### config.mk
export PLATFORM = sky130hd
export DESIGN_NAME = regfile_mp
export DESIGN_NICKNAME = d
export VERILOG_FILES = /design/src/rtl/regfile_mp.sv
export SDC_FILE = /design/constraint.sdc
export NUM_CORES = 1
export LEC_CHECK = 0
export BUFFER_PORTS_ARGS = -buffer_cell sky130_fd_sc_hd__buf_2
export CAP_MARGIN = 10
export CORE_MARGIN = 3
export CORE_UTILIZATION = 40
export CTS_CLUSTER_DIAMETER = 100
export DETAILED_ROUTE_END_ITERATION = 10
export PLACE_DENSITY = 0.53
export SKIP_CTS_REPAIR_TIMING = 1
export SLEW_MARGIN = 0
export SYNTH_ARGS = -nofsm -noshare
export SYNTH_HDL_FRONTEND = slang
export SYNTH_SLANG_ARGS = --single-unit
### constraint.sdc
create_clock -name clock -period 4.1 [get_ports clock]
set_input_delay 0.41 -clock clock [delete_from_list [all_inputs] [get_ports clock]]
set_output_delay 0.41 -clock clock [all_outputs]
set_load 0.02 [all_outputs]
### src/rtl/regfile_mp.sv
// regfile_mp: parametrised multi-read-port register file with byte-masked
// writes, optional hardwired-zero r0, optional write-to-read bypass and a
// post-reset clear sequencer that zeroes the array one entry per cycle.

// Per-port read formatter: selects stored word, bypass merge, or forced zero.
module regfile_mp_rd #(
  parameter int DATA_W = 32
) (
  input  logic              i_kill,
  input  logic              i_byp,
  input  logic [DATA_W-1:0] i_mem,
  input  logic [DATA_W-1:0] i_wdata,
  input  logic [DATA_W-1:0] i_wmask,
  output logic [DATA_W-1:0] o_data
);
  // Kill dominates (not ready / zero register); bypass merges enabled bytes.
  always_comb begin
    o_data = i_mem;
    if (i_byp)  o_data = (i_wdata & i_wmask) | (i_mem & ~i_wmask);
    if (i_kill) o_data = '0;
  end
endmodule

module regfile_mp #(
  parameter int DATA_W   = 32,
  parameter int ADDR_W   = 5,
  parameter int NUM_RD   = 2,
  parameter int ZERO_REG = 1,
  parameter int BYPASS   = 1
) (
  input  logic                     clock,
  input  logic                     reset,
  input  logic [NUM_RD*ADDR_W-1:0] ReadReg,
  output logic [NUM_RD*DATA_W-1:0] ReadData,
  input  logic                     RegWrite,
  input  logic [ADDR_W-1:0]        WriteReg,
  input  logic [DATA_W-1:0]        WriteData,
  input  logic [DATA_W/8-1:0]      WriteByteEn,
  output logic                     Ready,
  output logic                     WriteDropped
);
  localparam int DEPTH = 1 << ADDR_W;
  localparam int NBYTE = DATA_W / 8;

  typedef enum logic {CLEAR, RUN} state_t;

  state_t            r_state, w_state_nxt;
  logic [ADDR_W-1:0] r_clr_idx;
  logic              r_wdrop;
  logic [DATA_W-1:0] r_mem [DEPTH];
  logic [DATA_W-1:0] w_wmask;
  logic              w_last;
  logic              w_wr_en;

  assign w_last       = (r_clr_idx == '1);
  assign Ready        = (r_state == RUN);
  assign WriteDropped = r_wdrop;
  // Writes to the hardwired zero register are silently ignored, not flagged.
  assign w_wr_en      = RegWrite && !((ZERO_REG != 0) && (WriteReg == '0));

  // Expand byte enables into a bit mask shared by the write path and bypass.
  always_comb begin
    w_wmask = '0;
    for (int b = 0; b < NBYTE; b++) w_wmask[b*8 +: 8] = {8{WriteByteEn[b]}};
  end

  // Next state: CLEAR hands over to RUN after clearing the last entry.
  always_comb begin
    w_state_nxt = r_state;
    if (r_state == CLEAR && w_last) w_state_nxt = RUN;
  end

  // Sequencer state, clear counter and dropped-write pulse.
  always_ff @(posedge clock) begin
    if (reset) begin
      r_state   <= CLEAR;
      r_clr_idx <= '0;
      r_wdrop   <= 1'b0;
    end else begin
      r_state   <= w_state_nxt;
      if (r_state == CLEAR) r_clr_idx <= r_clr_idx + 1'b1;
      r_wdrop   <= (r_state == CLEAR) && RegWrite;
    end
  end

  // Array has no reset; the sequencer clear always wins over user writes.
  always_ff @(posedge clock) begin
    if (!reset) begin
      if (r_state == CLEAR) begin
        r_mem[r_clr_idx] <= '0;
      end else if (w_wr_en) begin
        for (int b = 0; b < NBYTE; b++)
          if (WriteByteEn[b]) r_mem[WriteReg][b*8 +: 8] <= WriteData[b*8 +: 8];
      end
    end
  end

  for (genvar g = 0; g < NUM_RD; g++) begin : g_rd
    logic [ADDR_W-1:0] w_ra;
    logic              w_zero;
    logic              w_kill;
    logic              w_byp;

    assign w_ra   = ReadReg[g*ADDR_W +: ADDR_W];
    assign w_zero = (ZERO_REG != 0) && (w_ra == '0);
    assign w_kill = !Ready || w_zero;
    assign w_byp  = (BYPASS != 0) && Ready && RegWrite && (WriteReg == w_ra) && !w_zero;

    regfile_mp_rd #(.DATA_W(DATA_W)) u_rd (
      .i_kill  (w_kill),
      .i_byp   (w_byp),
      .i_mem   (r_mem[w_ra]),
      .i_wdata (WriteData),
      .i_wmask (w_wmask),
      .o_data  (ReadData[g*DATA_W +: DATA_W])
    );
  end
endmodule

* After elaboration in Yosys (flattened, before gate mapping)
Memory sizes are Yosys's and may differ from the RTL's.
Index checks and enable logic that the tools add are counted.
** Word-level totals
- Register bits after elaboration :: 7
- RAM bits :: 1024
- Input port bits :: 54
- Output and inout port bits :: 66
- Word-level logic and storage cells :: 63
- Memories kept :: 1
** Operators by class
- $add $sub $neg :: 1
- Equal/unequal tests :: 3
- Muxes and demuxes :: 30
- Bitwise logic cells :: 7
- Reductions and logical operators :: 18
** Memories
- r_mem :: words 32, width 32, rd ports 2, clocked after memory_dff 0, write ports 1, RTL line 50 : logic [DATA_W-1:0] r_mem [DEPTH];
** Operators by type and width (number)
- two-way mux 32 bit :: 5
- AND 32 bit :: 3
- bitwise OR 32 bit :: 2
- NOT 32 bit :: 1
- OR reduction 32 bit :: 1
- two-way mux 1 bit :: 23
- zero test 5 bit :: 3
- == test 5 bit :: 2
- logical AND 1 bit :: 8
- adder 5 x 1 -> 5 bit, second input constant :: 1
- == test 5 bit, second input constant :: 1
- two-way mux 5 bit :: 1
- zero test 1 bit :: 4
- two-way mux 4 bit :: 1
- logical OR 1 bit :: 2
- NOT 1 bit :: 1

* Longest topological paths before layout
Gate-level depths: netlist of run 1.
- Depth after elaboration :: 9
- Gate-level depth with buffers :: 9
- Depth with buffers taken out :: 5

* Modules after synthesis
A second synthesis of run 1 with hierarchy kept.
** Unflattened totals
- Cells, all modules :: 3768
- Area total of the unflattened synthesis :: 51574.5 um2
** By module, submodules not included
- regfile_mp :: instances 1, cells each 3556, area an instance 49927.9 um2, sequential area each 30889.6 um2
- regfile_mp_rd :: instances 2, cells each 106, area an instance 823.3 um2, sequential area each 0.0 um2

* Worst setup path after synthesis of run 1
OpenSTA, ideal clock, no wires.
- Kind :: register to register
- From :: register r_state (netlist: Ready)
- To :: memory r_mem[3][16] (enable)
- Setup time :: 383 ps
- Data arrival time :: 2649 ps
- Required time :: 3717 ps
- Setup slack :: 1068 ps
- Cell stages (with the launch flop) :: 8
- Path through :: dfxtp_1 buf_4 nand2_2 a2111oi_4 buf_6 mux2i_1 nand2_1 nor3_1
** On the way
- Longest elaborated chain between the ends :: 5
- Elaborated cells on any way between the ends :: 18
- Classes of those cells :: 17 x mux; 1 x reduce/logical
** RTL lines
- from (decl) :: RTL line 47 : state_t r_state, w_state_nxt;
- from (signal assigned) :: RTL line 80 : r_state <= w_state_nxt;
- two-way mux 1 bit :: RTL line 89 : if (r_state == CLEAR) begin
- two-way mux 1 bit :: RTL line 88 : if (!reset) begin
- two-way mux 1 bit (implied by the code) :: RTL line 93 : if (WriteByteEn[b]) r_mem[WriteReg][b*8 +: 8] <= WriteData[b*8 +: 8];
- OR reduction 32 bit (no source line)
- two-way mux 5 bit (no source line) / two-way mux 4 bit (equally long branches)
- to (decl) :: RTL line 50
Several ways; a longest one is shown, not always the timed one.

* Worst setup path in the final report of run 1
- From :: input ReadReg[6]
- To :: output ReadData[37]
** On the way
- Longest elaborated chain between the ends :: 5
- Elaborated cells on any way between the ends :: 11
- Classes of those cells :: 1 x eq/ne; 2 x mux; 2 x bitwise; 5 x reduce/logical; 1 x memory
** RTL lines
- from (decl) :: RTL line 33 : input logic [NUM_RD*ADDR_W-1:0] ReadReg,
- memory (32 x 32 bit), or another cell as far along
- AND 32 bit, or another cell as far along :: RTL line 19 : if (i_byp) o_data = (i_wdata & i_wmask) | (i_mem & ~i_wmask);
- bitwise OR 32 bit / logical AND 1 bit (equally long branches) :: RTL line 19, 107
- two-way mux 32 bit :: RTL line 19
- two-way mux 32 bit * :: RTL line 20 : if (i_kill) o_data = '0;
- to (decl) :: RTL line 34 : output logic [NUM_RD*DATA_W-1:0] ReadData,
Mark *: on every way between the ends. The rest lies on a longest branch, timed or not.

==> results of run 1 <==
[kinds of logic after synthesis]
logic type	synth area share [%]
AO/OA/AOI/OAI	8.860
XOR/XNOR	0.2238
adder cells (fa/ha/maj)	0.04919
buffers and inverters	3.045
flip-flops	60.73
multiplexers	22.39
AND/OR/NAND/NOR	4.706
[power groups by stage]
stage	logic [uW]	clock network (uW)	registers, uW
2_1_floorplan	1200	0	11700
3_3_place_gp	1980	0	11700
3_5_place_dp	1980	0	11800
4_1_cts	1990	10200	11500
5_1_grt	2090	10700	11500
6_report	2020	10100	11500
[Yosys cell counts, types with 17 or more instances]
cell type and instances:
sky130_fd_sc_hd__a21oi_1 72, sky130_fd_sc_hd__a221o_1 40, sky130_fd_sc_hd__a221oi_1 165, sky130_fd_sc_hd__a22o_1 18, sky130_fd_sc_hd__a22oi_1 55, sky130_fd_sc_hd__a32o_1 23
sky130_fd_sc_hd__and2_1 39, sky130_fd_sc_hd__buf_1 24, sky130_fd_sc_hd__buf_2 39, sky130_fd_sc_hd__buf_4 39, sky130_fd_sc_hd__buf_6 42, sky130_fd_sc_hd__clkbuf_1 100
sky130_fd_sc_hd__edfxtp_1 1024, sky130_fd_sc_hd__mux2_2 17, sky130_fd_sc_hd__mux2i_1 450, sky130_fd_sc_hd__mux4_2 293, sky130_fd_sc_hd__nand2_1 84, sky130_fd_sc_hd__nand2b_1 38
sky130_fd_sc_hd__nand3_1 53, sky130_fd_sc_hd__nor2_1 190, sky130_fd_sc_hd__nor3_1 33, sky130_fd_sc_hd__o211ai_1 23, sky130_fd_sc_hd__o21ai_0 77, sky130_fd_sc_hd__o31ai_1 23
[sequential cells by signal (all words and copies together), names as in the netlist]
signal,count
r_mem,1024
r_clr_idx,5
WriteDropped,1
Ready,1
[per-stage QoR]
step	utilization [%]	power, uW	worst slack (ns)
after CTS	46.39	23750	0.4045
after global routing	46.41	24290	0.2047
after detailed placement	43.50	13740	0.4238
after floorplan	-	12940	1.068
final	46.42	23680	0.3234
after global placement	43.50	13720	0.3432
[critical path, cell delays in order]
cell	delay [ns]
sky130_fd_sc_hd__clkbuf_8	0.37
sky130_fd_sc_hd__buf_12	0.37
sky130_fd_sc_hd__mux2i_1	0.24
sky130_fd_sc_hd__a221oi_1	0.87
sky130_fd_sc_hd__a21oi_1	0.08
sky130_fd_sc_hd__o32ai_1	0.50
sky130_fd_sc_hd__a22o_1	0.23
sky130_fd_sc_hd__buf_2	0.17
[area by class of cell]
type	count	area (um2)	area share (%)
Sequential cell	1031	30890	52.85
Timing Repair Buffer	421	3288	5.626
Tap cell	1650	2064	3.532
Inverter	14	52.55	0.08991
Clock buffer	140	2939	5.029
Antenna cell	7	17.52	0.02997
Clock inverter	67	695.7	1.190
Multi-Input combinational cell	1863	18500	31.65
[worst max path at each step]
stage / cells past startpoint / to / start
global placement: 8 / ReadData[37] / ReadReg[6]
floorplan: 7 / r_mem[3][16]$_DFFE_PP_ / Ready$_SDFFE_PP0P_
detailed placement: 8 / ReadData[37] / ReadReg[6]
global route: 8 / ReadData[37] / ReadReg[6]
CTS: 8 / ReadData[37] / ReadReg[6]
finish: 8 / ReadData[37] / ReadReg[6]
[placed cells by master (no fill, tap or decap), types with 13 or more instances in the layout]
cell type	instances
sky130_fd_sc_hd__edfxtp_1	1024
sky130_fd_sc_hd__mux2i_1	449
sky130_fd_sc_hd__mux4_2	293
sky130_fd_sc_hd__buf_4	275
sky130_fd_sc_hd__nor2_1	188
sky130_fd_sc_hd__a221oi_1	165
sky130_fd_sc_hd__clkbuf_16	113
sky130_fd_sc_hd__buf_2	111
sky130_fd_sc_hd__nand2_1	84
sky130_fd_sc_hd__o21ai_0	77
sky130_fd_sc_hd__a21oi_1	72
sky130_fd_sc_hd__a22oi_1	55
sky130_fd_sc_hd__nand3_1	53
sky130_fd_sc_hd__a221o_1	40
sky130_fd_sc_hd__nand2b_1	38
sky130_fd_sc_hd__and2_1	37
sky130_fd_sc_hd__nor3_1	29
sky130_fd_sc_hd__buf_12	29
sky130_fd_sc_hd__clkbuf_1	26
sky130_fd_sc_hd__a32o_1	23
sky130_fd_sc_hd__o31ai_1	23
sky130_fd_sc_hd__o211ai_1	23
sky130_fd_sc_hd__clkinv_2	22
sky130_fd_sc_hd__clkinv_1	19
sky130_fd_sc_hd__a22o_1	18
sky130_fd_sc_hd__mux2_2	17
sky130_fd_sc_hd__o22ai_1	13
[routing by layer]
metal / part of all wire (%) / GRT usage (%)
met5: 0.015 / 0
met4: 3.8 / 10.13
met3: 9.9 / 6.399
met2: 47 / 43.98
met1: 40 / 37.66
==> results_dict.tcl, run 1 <==
set metrics [dict create \
    status "finished, final reports clean" \
    mappedNetlistNets 3213 \
    fin_cells 5193 \
    filler_cell_count 10850 \
    grt_use_total_pct 27.80 \
    htree_num_levels 3 \
    syn-instance-count 3157 \
    total_number_of_placement_rows 130 \
    internal_power_uw 18050 \
    max-vdd-ir-drop_mv 0.3345 \
    clock_sink_count 1031 \
    netSwitchingPower_uw 5630 \
    place_congestion 0.9350 \
    synth_ff_type "sky130_fd_sc_hd__edfxtp_1" \
    comb_power_share_pct 8.5 \
    sequentialPowerShare_pct 48.7 \
    dr.pass1.iters 8 \
    drc 0 \
    clockRootBuffer "sky130_fd_sc_hd__clkbuf_16" \
    cts_buffers 111 \
    grt_first_pass_wirelength_mm 260.2 \
    grt_start_max_net_pins 56 \
    switching_share_pct 23.77 \
    post_drt_wl_per_cell_um 35.70 \
    p_leak_uw 0.01914 \
    cells_on_worst_hold_path 2 \
    synthDominantAreaCellType "sky130_fd_sc_hd__edfxtp_1" \
    core_area_um2 125900 \
    overflow 0 \
    path_class "in -> out" \
    insertion_delay_ns 0.73 \
    timing.clock.skew_ns 0.03942 \
    synthDistinctLibCells 76 \
    tns_ns 0 \
    maxSlewHeadroom_pct 13.37 \
    drt_first_iter_violations 4052 \
    via_count 34260 \
    regToRegStartpoint "Ready$_SDFFE_PP0P_" \
    power_density_nw_per_um2 405.2 \
    antenna_found_initial 10 \
    tritoncts_clock_tree "done" \
    antenna_left 0 \
    postSynthRegisterBits 1031 \
    detail_route.vias_per_cell 6.597 \
    synth.cell_area_um2 50870 \
    dieArea_um2 131500 \
    critPathCaptureType "primary output" \
    fp.dieH_um 362.6 \
    finalHoldViolCount 0 \
    yosys-top-cells-area "sky130_fd_sc_hd__edfxtp_1 (60%), sky130_fd_sc_hd__mux4_2 (13%), sky130_fd_sc_hd__mux2i_1 (8.9%), sky130_fd_sc_hd__a221oi_1 (2.8%), sky130_fd_sc_hd__nor2_1 (1.4%)" \
    dp.final_hpwl_mm 124.8 \
    synth-edff-count 1024 \
    drive_above_1_share_pct 27.21 \
    critical_path.startpoint_type "input port" \
    first_global_vias 34470 \
    synth_top_cell_area_share_pct 60.45 \
    max_slew.worst_pin.slew_ns 1.298 \
    reg2reg_slack_ns 0.59 \
    clkTransAtPathRegs_ns 0.06 \
    synthesis.area_per_instance_um2 16.11 \
    worstPathRequired_ns 3.69 \
    cap_violations 0 \
    min_path_type "in -> reg" \
    syn_to_final_growth_pct 14.90 \
    holdWs_ns 0.03860 \
    initial_core_util_pct 40.40 \
    holdCritStartpoint "reset" \
    die-width_um 362.6 \
    synth_sequential_area_ratio_pct 60.73 \
    port-buffer-count 119 \
    finalSetupViolCount 0 \
    stdcell_area_um2 58450 \
    final.min_clock_period_ns 3.777 \
    achievable-frequency_mhz 264.8 \
    setup_repair_after_global_routing_missed_its_margin "false" \
    critPathArrivalTime_ns 3.37 \
    reg2regPathDepth 6 \
    drt_wl_total_mm 185.4 \
    p_clk_share_pct 42.8 \
    final-max-slew-violation-count 0 \
    place_inst 4977 \
    postSynth.asyncResetShare_pct 0 \
    ctsLongestPathBuffers 3 \
    worst-path-max-fanout 42 \
    design.portCount 120 \
    yosysWarnings 0 \
    post_dp_cell_area_um2 54760 \
    worstReg2RegEnd "r_mem[1][3]$_DFFE_PP_" \
    finish.net_count 3498 \
    timing.final.crit_share_pct 92.11 \
    worstHoldEndpoint "r_clr_idx[0]$_SDFFE_PP0N_" \
]
No activity file was read; power rests on OpenSTA's default activity.
==> run 2, diff against run 1 <==
==> constraint.sdc (replaced) <==
create_clock -name clock -period 4.1 [get_ports clock]
set_input_delay 0.82 -clock clock [delete_from_list [all_inputs] [get_ports clock]]
set_output_delay 0.82 -clock clock [all_outputs]
set_load 0.02 [all_outputs]
==> results_dict.tcl, run 2 (same netlist as run 1, synthesis figures left out) <==
set metrics [dict create \
    filler_cell_count 10880 \
    final.min_clock_period_ns 4.016 \
    clockRootBuffer "sky130_fd_sc_hd__clkbuf_16" \
    overflow 0 \
    grt_use_total_pct 27.59 \
    post_drt_wl_per_cell_um 35.10 \
    post_dp_cell_area_um2 55430 \
    critical_path.startpoint_type "register" \
    timing.critical_path.slowest_stage_cell "sky130_fd_sc_hd__a311oi_1" \
    drive_above_1_share_pct 28.28 \
    max_slew.worst_pin.slew_ns 1.245 \
    globalRouteMet2Util_pct 44.83 \
    grt.met3_usage_pct 5.813 \
    drt_wl_total_mm 184.0 \
    total_power_uw 23950 \
    ctsLongestPathBuffers 3 \
    clkTransAtPathRegs_ns 0.06 \
    timing.critical_path.slowest_cell_delay_ns 0.52 \
    reg2reg_slack_ns 0.89 \
    layout_common_cells "sky130_fd_sc_hd__edfxtp_1 (1024), sky130_fd_sc_hd__mux2i_1 (449), sky130_fd_sc_hd__buf_4 (300)" \
    htree_num_levels 3 \
    finalSetupViolCount 0 \
    grt_util_met1_pct 36.19 \
    clock_sink_count 1031 \
    final-seq-area_um2 30890 \
    port-buffer-count 119 \
    total_number_of_placement_rows 130 \
    grt_start_max_net_pins 69 \
    final_common_cell "sky130_fd_sc_hd__edfxtp_1" \
    p_leak_uw 0.01951 \
    power_density_nw_per_um2 404.5 \
    drt_first_iter_violations 4039 \
    timing.final.crit_share_pct 97.95 \
    initial_core_util_pct 40.40 \
    multi_input_comb_area_um2 18510 \
    antenna_left 0 \
    drc 0 \
    holdWs_ns 0.4307 \
    cap_violations 0 \
    die-width_um 362.6 \
    path_cells "buf_4 > inv_1 > a21oi_2 > buf_4 > o31ai_2 > buf_4 > a311oi_1 > a22o_1 > buf_2" \
    achievable-frequency_mhz 249.0 \
    finish.net_count 3548 \
    reg_top3 "r_mem (1024), r_clr_idx (5)" \
    critPathArrivalTime_ns 3.20 \
    final-max-slew-violation-count 0 \
    first_global_vias 34710 \
    stdcell_area_um2 59210 \
    antenna_found_initial 15 \
    layout.core_utilization_pct 47.03 \
    via_count 34130 \
    finalHoldViolCount 0 \
    placement.setup.worst_slack_ns -0.1693 \
    tritoncts_clock_tree "done" \
    path_class "reg -> out" \
    cp_common_cell "sky130_fd_sc_hd__buf_4" \
    detail_route.vias_per_cell 6.509 \
    setup_repair_after_global_routing_missed_its_margin "false" \
    grt_first_pass_wirelength_mm 258.8 \
    worst-path-max-fanout 10 \
    design.portCount 120 \
    timing.clock.skew_ns 0.02407 \
    max-vdd-ir-drop_mv 0.3182 \
    dr.pass1.iters 6 \
    regMostFlops "r_mem" \
    min_path_type "in -> reg" \
    critPathCaptureType "primary output" \
    status "finished, final reports clean" \
    core_area_um2 125900 \
    maxSlewHeadroom_pct 16.62 \
    dp.final_hpwl_mm 122.1 \
    insertion_delay_ns 0.73 \
    layout_setup_ws_ns 0.08390 \
    syn_to_final_growth_pct 16.41 \
    largest_register_ff_count 1024 \
    worstPathRequired_ns 3.28 \
    fp.dieH_um 362.6 \
    gr-max-usage-layer "met2" \
    cts_buffers 112 \
    dieArea_um2 131500 \
    place_congestion 0.9048 \
]
-- run 2: cell count changes in the layout (fill, tap and decap cells not counted), moves of 2 or more --
cell / before / now
sky130_fd_sc_hd__clkbuf_1: 26 / 20
sky130_fd_sc_hd__buf_12: 29 / 52
sky130_fd_sc_hd__buf_4: 275 / 300
sky130_fd_sc_hd__bufinv_16: 12 / 15
sky130_fd_sc_hd__clkinv_2: 22 / 18
sky130_fd_sc_hd__clkinv_1: 19 / 24
sky130_fd_sc_hd__clkbuf_16: 113 / 117
sky130_fd_sc_hd__buf_6: 0 / 3
sky130_fd_sc_hd__buf_8: 4 / 2
-- run 2: layer usage --
layer,up-vias,part of all wire (%)
met5,-,0.037
met4,10,4.1
met3,375,9.3
met2,1875,48
met1,17980,39
li1,13890,-
-- run 2: power breakdown --
group | internal, uW | switching [uW] | leakage, uW | total, uW
sequential | 11500 | 36.1 | 0.00851 | 11500
combinational | 780 | 1300 | 0.00919 | 2080
clock | 6120 | 4230 | 0.00181 | 10300
total | 18400 | 5560 | 0.0195 | 24000
-- run 2: layout make-up --
cell class                 instances  share of cell area [%]
multi-input combinational       1863                   31.26
sequential                      1031                   52.17
antenna                            8                 0.03381
tap                             1650                   3.486
clock buffer                     137                   5.071
clock inverter                    70                   1.240
timing repair buffer             470                   6.654
inverter                          14                 0.08875
-- run 2: critical path, delay by kind of cell, from the launching register on --
| family | cells | cell delay (ns) |
|---|---|---|
| DFF | 1 | 0.36 |
| AOI/OAI and AO/OA | 4 | 1.16 |
| buffers and inverters | 5 | 0.93 |
-- run 2: final timing paths --
kind	cells after the start	startpoint	end
worst max-delay path	9	Ready$_SDFFE_PP0P_	ReadData[1]
worst min-delay path	2	reset	r_clr_idx[1]$_SDFFE_PP0N_
worst min register to register	2	r_clr_idx[4]$_SDFFE_PP0N_	r_clr_idx[4]$_SDFFE_PP0N_
worst max register to register	7	Ready$_SDFFE_PP0P_	r_mem[1][26]$_DFFE_PP_
-- run 2: metrics by stage --
| stage | instances | TNS (ns) |
|---|---|---|
| 2_1_floorplan | 3157 | 0 |
| 3_3_place_gp | 5026 | -0.1870 |
| 3_5_place_dp | 5027 | -0.1693 |
| 4_1_cts | 5234 | -0.1834 |
| 5_1_grt | 5237 | 0 |
| 6_report | 5243 | 0 |
